`src/rtl/lift_call_dispatcher.sv`:
```
// Purpose : latches hall calls, picks the pending floor nearest the car, issues it to the lift and retires/retries it.
// Latency : a press reaches pending_o one edge after it is sampled; butt_up_down_o pulses two edges later.
// Backpress: calls are issued one at a time; new presses only accumulate in pending_o while a call is outstanding.
//
// Ports:
//   clk             rising-edge clock
//   rst             asynchronous active-high reset; drops every pending call
//   hall_call_i     bit f = press on floor f (bit 0 and bits above NUM_FLOORS ignored)
//   elev_f_i        current car floor (from lift elev_f_o)
//   busy_i          lift busy flag (from lift busy_o)
//   butt_up_down_o  one-cycle call pulse to the lift
//   pass_f_o        floor of the call being issued, held until the next selection
//   pending_o       latched hall calls (call lamps)
//   dispatch_busy_o high whenever the dispatcher is not idle
//   err_o           one-cycle pulse when the lift fails to acknowledge a call
module lift_call_dispatcher #(
    parameter int NUM_FLOORS  = 7,
    parameter int ACK_TIMEOUT = 16
) (
    input  logic       clk,
    input  logic       rst,
    input  logic [7:0] hall_call_i,
    input  logic [2:0] elev_f_i,
    input  logic       busy_i,
    output logic       butt_up_down_o,
    output logic [2:0] pass_f_o,
    output logic [7:0] pending_o,
    output logic       dispatch_busy_o,
    output logic       err_o
);

    localparam int CNT_W = $clog2(ACK_TIMEOUT + 1);
    localparam logic [CNT_W-1:0] CNT_MAX = CNT_W'(ACK_TIMEOUT);

    // Floors that may ever be latched: 1..NUM_FLOORS.
    function automatic logic [7:0] make_floor_mask();
        logic [7:0] m;
        m = 8'd0;
        for (int i = 1; i < 8; i++) begin
            if (i <= NUM_FLOORS) begin
                m[i] = 1'b1;
            end
        end
        return m;
    endfunction

    localparam logic [7:0] FLOOR_MASK = make_floor_mask();

    typedef enum logic [2:0] {
        ST_IDLE,
        ST_SELECT,
        ST_ISSUE,
        ST_WAIT_ACK,
        ST_WAIT_DONE
    } state_t;

    state_t           state;
    logic [7:0]       pending;
    logic [2:0]       target;
    logic [CNT_W-1:0] ack_cnt;
    logic [CNT_W-1:0] ack_cnt_inc;

    logic [2:0]       near_f;
    logic             retire;
    logic [7:0]       retire_mask;

    // ------------------------------------------------------------------
    // Nearest pending floor. Floors are scanned upwards and only a
    // strictly smaller distance replaces the current best, so a tie
    // keeps the lower floor.
    // ------------------------------------------------------------------
    always_comb begin
        logic [2:0] best_d;
        logic [2:0] d;
        logic [2:0] fi;
        logic       found;
        near_f = 3'd1;
        best_d = 3'd7;
        found  = 1'b0;
        d      = 3'd0;
        fi     = 3'd0;
        for (int i = 1; i < 8; i++) begin
            fi = 3'(i);
            d  = (fi >= elev_f_i) ? (fi - elev_f_i) : (elev_f_i - fi);
            if (pending[i] && (!found || (d < best_d))) begin
                found  = 1'b1;
                near_f = fi;
                best_d = d;
            end
        end
    end

    // A call is retired only when the lift went idle at the requested floor.
    assign retire      = (state == ST_WAIT_DONE) && !busy_i && (elev_f_i == target);
    assign retire_mask = retire ? (8'd1 << target) : 8'd0;

    // Saturating increment so the counter can never wrap past the limit.
    assign ack_cnt_inc = (ack_cnt == CNT_MAX) ? ack_cnt : ack_cnt + 1'b1;

    // ------------------------------------------------------------------
    // Pending calls: set by presses, cleared by retirement. The clear is
    // applied after the set, so a press landing on the retiring floor in
    // the same cycle is discarded.
    // ------------------------------------------------------------------
    always_ff @(posedge clk or posedge rst) begin
        if (rst) begin
            pending <= 8'd0;
        end else begin
            pending <= (pending | (hall_call_i & FLOOR_MASK)) & ~retire_mask;
        end
    end

    // ------------------------------------------------------------------
    // Dispatch FSM with registered outputs. dispatch_busy_o is loaded with
    // "next state is not IDLE" so it tracks the state register exactly.
    // ------------------------------------------------------------------
    always_ff @(posedge clk or posedge rst) begin
        if (rst) begin
            state           <= ST_IDLE;
            target          <= 3'd1;
            ack_cnt         <= '0;
            butt_up_down_o  <= 1'b0;
            dispatch_busy_o <= 1'b0;
            err_o           <= 1'b0;
        end else begin
            butt_up_down_o <= 1'b0;
            err_o          <= 1'b0;
            case (state)
                ST_IDLE: begin
                    if (pending != 8'd0) begin
                        state           <= ST_SELECT;
                        dispatch_busy_o <= 1'b1;
                    end
                end

                ST_SELECT: begin
                    if (pending == 8'd0) begin
                        state           <= ST_IDLE;
                        dispatch_busy_o <= 1'b0;
                    end else begin
                        target         <= near_f;
                        butt_up_down_o <= 1'b1;
                        state          <= ST_ISSUE;
                    end
                end

                ST_ISSUE: begin
                    ack_cnt <= '0;
                    state   <= ST_WAIT_ACK;
                end

                ST_WAIT_ACK: begin
                    if (busy_i) begin
                        state <= ST_WAIT_DONE;
                    end else begin
                        ack_cnt <= ack_cnt_inc;
                        // Unacknowledged call stays pending; IDLE retries it.
                        if (ack_cnt_inc == CNT_MAX) begin
                            err_o           <= 1'b1;
                            state           <= ST_IDLE;
                            dispatch_busy_o <= 1'b0;
                        end
                    end
                end

                ST_WAIT_DONE: begin
                    // Leaving on a floor mismatch keeps the bit set, so the
                    // call is dispatched again from the new car position.
                    if (!busy_i) begin
                        state           <= ST_IDLE;
                        dispatch_busy_o <= 1'b0;
                    end
                end

                default: begin
                    state           <= ST_IDLE;
                    dispatch_busy_o <= 1'b0;
                end
            endcase
        end
    end

    assign pass_f_o  = target;
    assign pending_o = pending;

endmodule

```
`config.mk`:
```
export PLATFORM = sky130hd
export DESIGN_NAME = lift_call_dispatcher
export DESIGN_NICKNAME = d
export VERILOG_FILES = /design/src/rtl/lift_call_dispatcher.sv
export SDC_FILE = /design/constraint.sdc
export NUM_CORES = 1
export LEC_CHECK = 0
export ABC_AREA = 0
export ABC_CLOCK_PERIOD_IN_PS = 10500
export CAP_MARGIN = 20
export CORE_ASPECT_RATIO = 0.6
export CORE_MARGIN = 8
export CORE_UTILIZATION = 57
export DETAILED_ROUTE_END_ITERATION = 8
export GPL_TIMING_DRIVEN = 0
export PLACE_DENSITY = 0.81
export SLEW_MARGIN = 20
export SYNTH_ARGS = -nofsm -noshare
export SYNTH_HDL_FRONTEND = slang
export SYNTH_SLANG_ARGS = --single-unit
```
`constraint.sdc`:
```
create_clock -name clk -period 10.5 [get_ports clk]
set_input_delay 1.575 -clock clk [delete_from_list [all_inputs] [get_ports clk]]
set_output_delay 1.575 -clock clk [all_outputs]
set_load 0.02 [all_outputs]
```
==> reports/metrics.cfg <==
[yosys]
yosys.area.top_type = dfrtp_1
synth_nets = 325
syn_area_mm2 = 0.00244
ys_top_cells_by_area = dfrtp_1, ha_1, a21oi_1
avgSynthCellArea_um2 = 8.46
synth.cells.most_frequent = nand2_1, nor2_1, ha_1, a21oi_1, dfrtp_1
synth-async-reset-ratio = 1.00
synth_enable_flop_cells = 0
synth_most_common_cell = nand2_1
synth_ff_type = dfrtp_1
ys_ff_latch = 22
ys_seq_area_frac = 0.226
synth_top_area_frac = 0.215
synth.yosys.warnings = 0
synth_cells = 289
synth_cell_types = 75

[floorplanning]
ios = 28
start_util = 0.593
die-area_mm2 = 0.00671
design.core.area_mm2 = 0.00412
fp.dieH_um = 66.7
die_x_um = 101
rows = 18

[pwr]
irDropWorstVdd_mv = 0.191
p_leak_nw = 1.31
p_per_area_mw_per_mm2 = 230

[timing]
fmax_mhz = 97.6
slew_headroom = 0.427
tightest_slew_ps = 852
fin_skew_ps = 8.12
final-setup-viol-count = 0
fin_ws_ps = 249
slew_violations = 0
period_share = 0.976
holdWs_ps = 504
fin_tns_setup_ps = 0
min_period_ps = 10250
hold_viol = 0

[placement]
io_buffers = 26
routabilityCongestion = 0.910
dp_slack_ps = -933
place_hpwl_um = 5070
dpl-instance-area_mm2 = 0.00278

[critical_path]
slowest_delay_ps = 410
cp_slowest_cell = a221o_2
cp.arrival_ps = 10440
cp-end-kind = register
critPathLaunchType = primary input
critical_path_required_ps = 10690
worstPathMaxFanout = 6
path_class = in2reg

[clocking]
cts-htree-levels = 1
clock_latency_ps = 270
cts_root_buf = clkbuf_8
ctsHoldBuffers = 0
clk_pin_slew_ps = 70
ctsLongestPathBuffers = 2
cts_buffers = 3
clkSinkCount = 22
cts_tree = built

[global_route]
grtUsageTotal = 0.207
grt_pass1_wl_um = 11200
antenna_found_initial = 0
grt_max_degree = 23
grt_overflow = 0
grt_pass1_vias = 2203

[routing]
drt_iter0_drc = 296
vias_per_cell = 6.50
drtAntennaViolNets = 0
post_drt_wl_per_cell_um = 19.5
firstDrtPassIters = 5
routed_wl_um = 7730
vias = 2575
drc = 0

[hold_path]
hp-class = reg2reg

[run_status]
status = completed

[cells_and_area]
n_antenna_cell = 0
area_growth_pct = 31.7
drive_gt1_frac = 0.274
postLayoutCoreUtil = 0.781
finalNetCount = 373
final_area_mm2 = 0.00322

[flow_run]
maxCapViolations = 0

==> per-stage QoR <==
stage	total power [mW]	instances
final	0.740	396
after global routing	0.797	396
after CTS	0.661	385
after detailed placement	0.535	375
after global placement	0.524	375
after floorplan	0.442	289
==> layout by cell type (no fill, tap or decap), types with 3 or more instances in the layout <==
cell / Yosys / layout
a211oi_2: 3 / 3
a21o_1: 3 / 3
a21oi_1: 21 / 19
a21oi_2: 3 / 3
a31oi_1: 8 / 8
buf_4: 1 / 18
buf_6: 3 / 3
clkbuf_1: 4 / 4
clkbuf_8: 1 / 4
clkdlybuf4s50_1: 0 / 23
dfrtp_1: 21 / 21
ha_1: 22 / 12
ha_2: 0 / 3
ha_4: 0 / 7
inv_1: 18 / 16
mux2i_1: 6 / 6
nand2_1: 28 / 28
nand2b_1: 3 / 3
nand3_1: 5 / 5
nor2_1: 23 / 22
nor2b_1: 5 / 5
nor3_1: 5 / 4
o211ai_1: 3 / 3
o21a_1: 4 / 3
o21ai_0: 20 / 19
o21ai_4: 1 / 3
o32a_1: 4 / 4
xnor2_1: 3 / 3
==> layout make-up <==
cell class	instances	area [um^2]
fillers	272	902
well taps	60	75.1
plain buffers	11	77.6
repair buffers	43	383
flip-flops and latches	22	552
clock inverters	1	30.0
multi-input cells	237	1980
inverters	19	77.6
clock buffers	3	41.3
==> worst max-delay path: cells and delay by family <==
kind                       cells  cell delay [ps]
adders and majority gates      7             2020
muxes                          2              590
buffers and inverters          5              700
AOI/OAI and AO/OA             25             4000
and+or+nand+nor               10             1540
==> worst paths after layout <==
| path | slack, ps | startpoint | depth (start not counted) | to |
|---|---|---|---|---|
| worst max-delay path | 250 | elev_f_i[2] | 49 | pass_f_o[2] |
| worst min-delay path | 500 | state[2] | 1 | butt_up_down_o |
| worst max register to register | 2170 | pending_o[1] | 43 | pass_f_o[2] |
| worst min register to register | 500 | state[2] | 1 | butt_up_down_o |
| max in group asynchronous | 8180 | rst | 2 | pass_f_o[1] |
| min in group asynchronous | 1780 | rst | 2 | ack_cnt[1] |
==> layer usage <==
layer	GRT usage	vias to the layer above	routed length, um
met5	0	-	0
met4	0.0318	0	163
met3	0.0364	23	844
met2	0.292	171	3210
met1	0.319	1222	3510
li1	-	1159	-
==> cell families after synthesis <==
group / Yosys count / synth area share
AO/OA/AOI/OAI: 100 / 0.308
flip-flops: 22 / 0.226
multiplexers: 7 / 0.0292
buffers and inverters: 30 / 0.0609
adder cells (fa/ha/maj): 22 / 0.113
XOR/XNOR: 5 / 0.0179
AND/OR/NAND/NOR: 103 / 0.246
==> report_power, final <==
part | internal, mW | switching, mW
Combinational | 0.242 | 0.298
Clock | 0.0510 | 0.0291
Sequential | 0.104 | 0.0157
==> registers in the layout, summed over array words and instances, names as in the netlist <==
name	count
err_o	1
butt_up_down_o	1
pass_f_o	3
ack_cnt	5
dispatch_busy_o	1
state	3
pending_o	8
==> timing repair <==
action                                  CTS  global route
gates resized for setup                  16            35
buffers inserted                          6            11
pin swaps                                 9            15
hold endpoints to repair                  0             0
endpoints found under the setup margin    3             3
(Power assumes the default switching activity.)
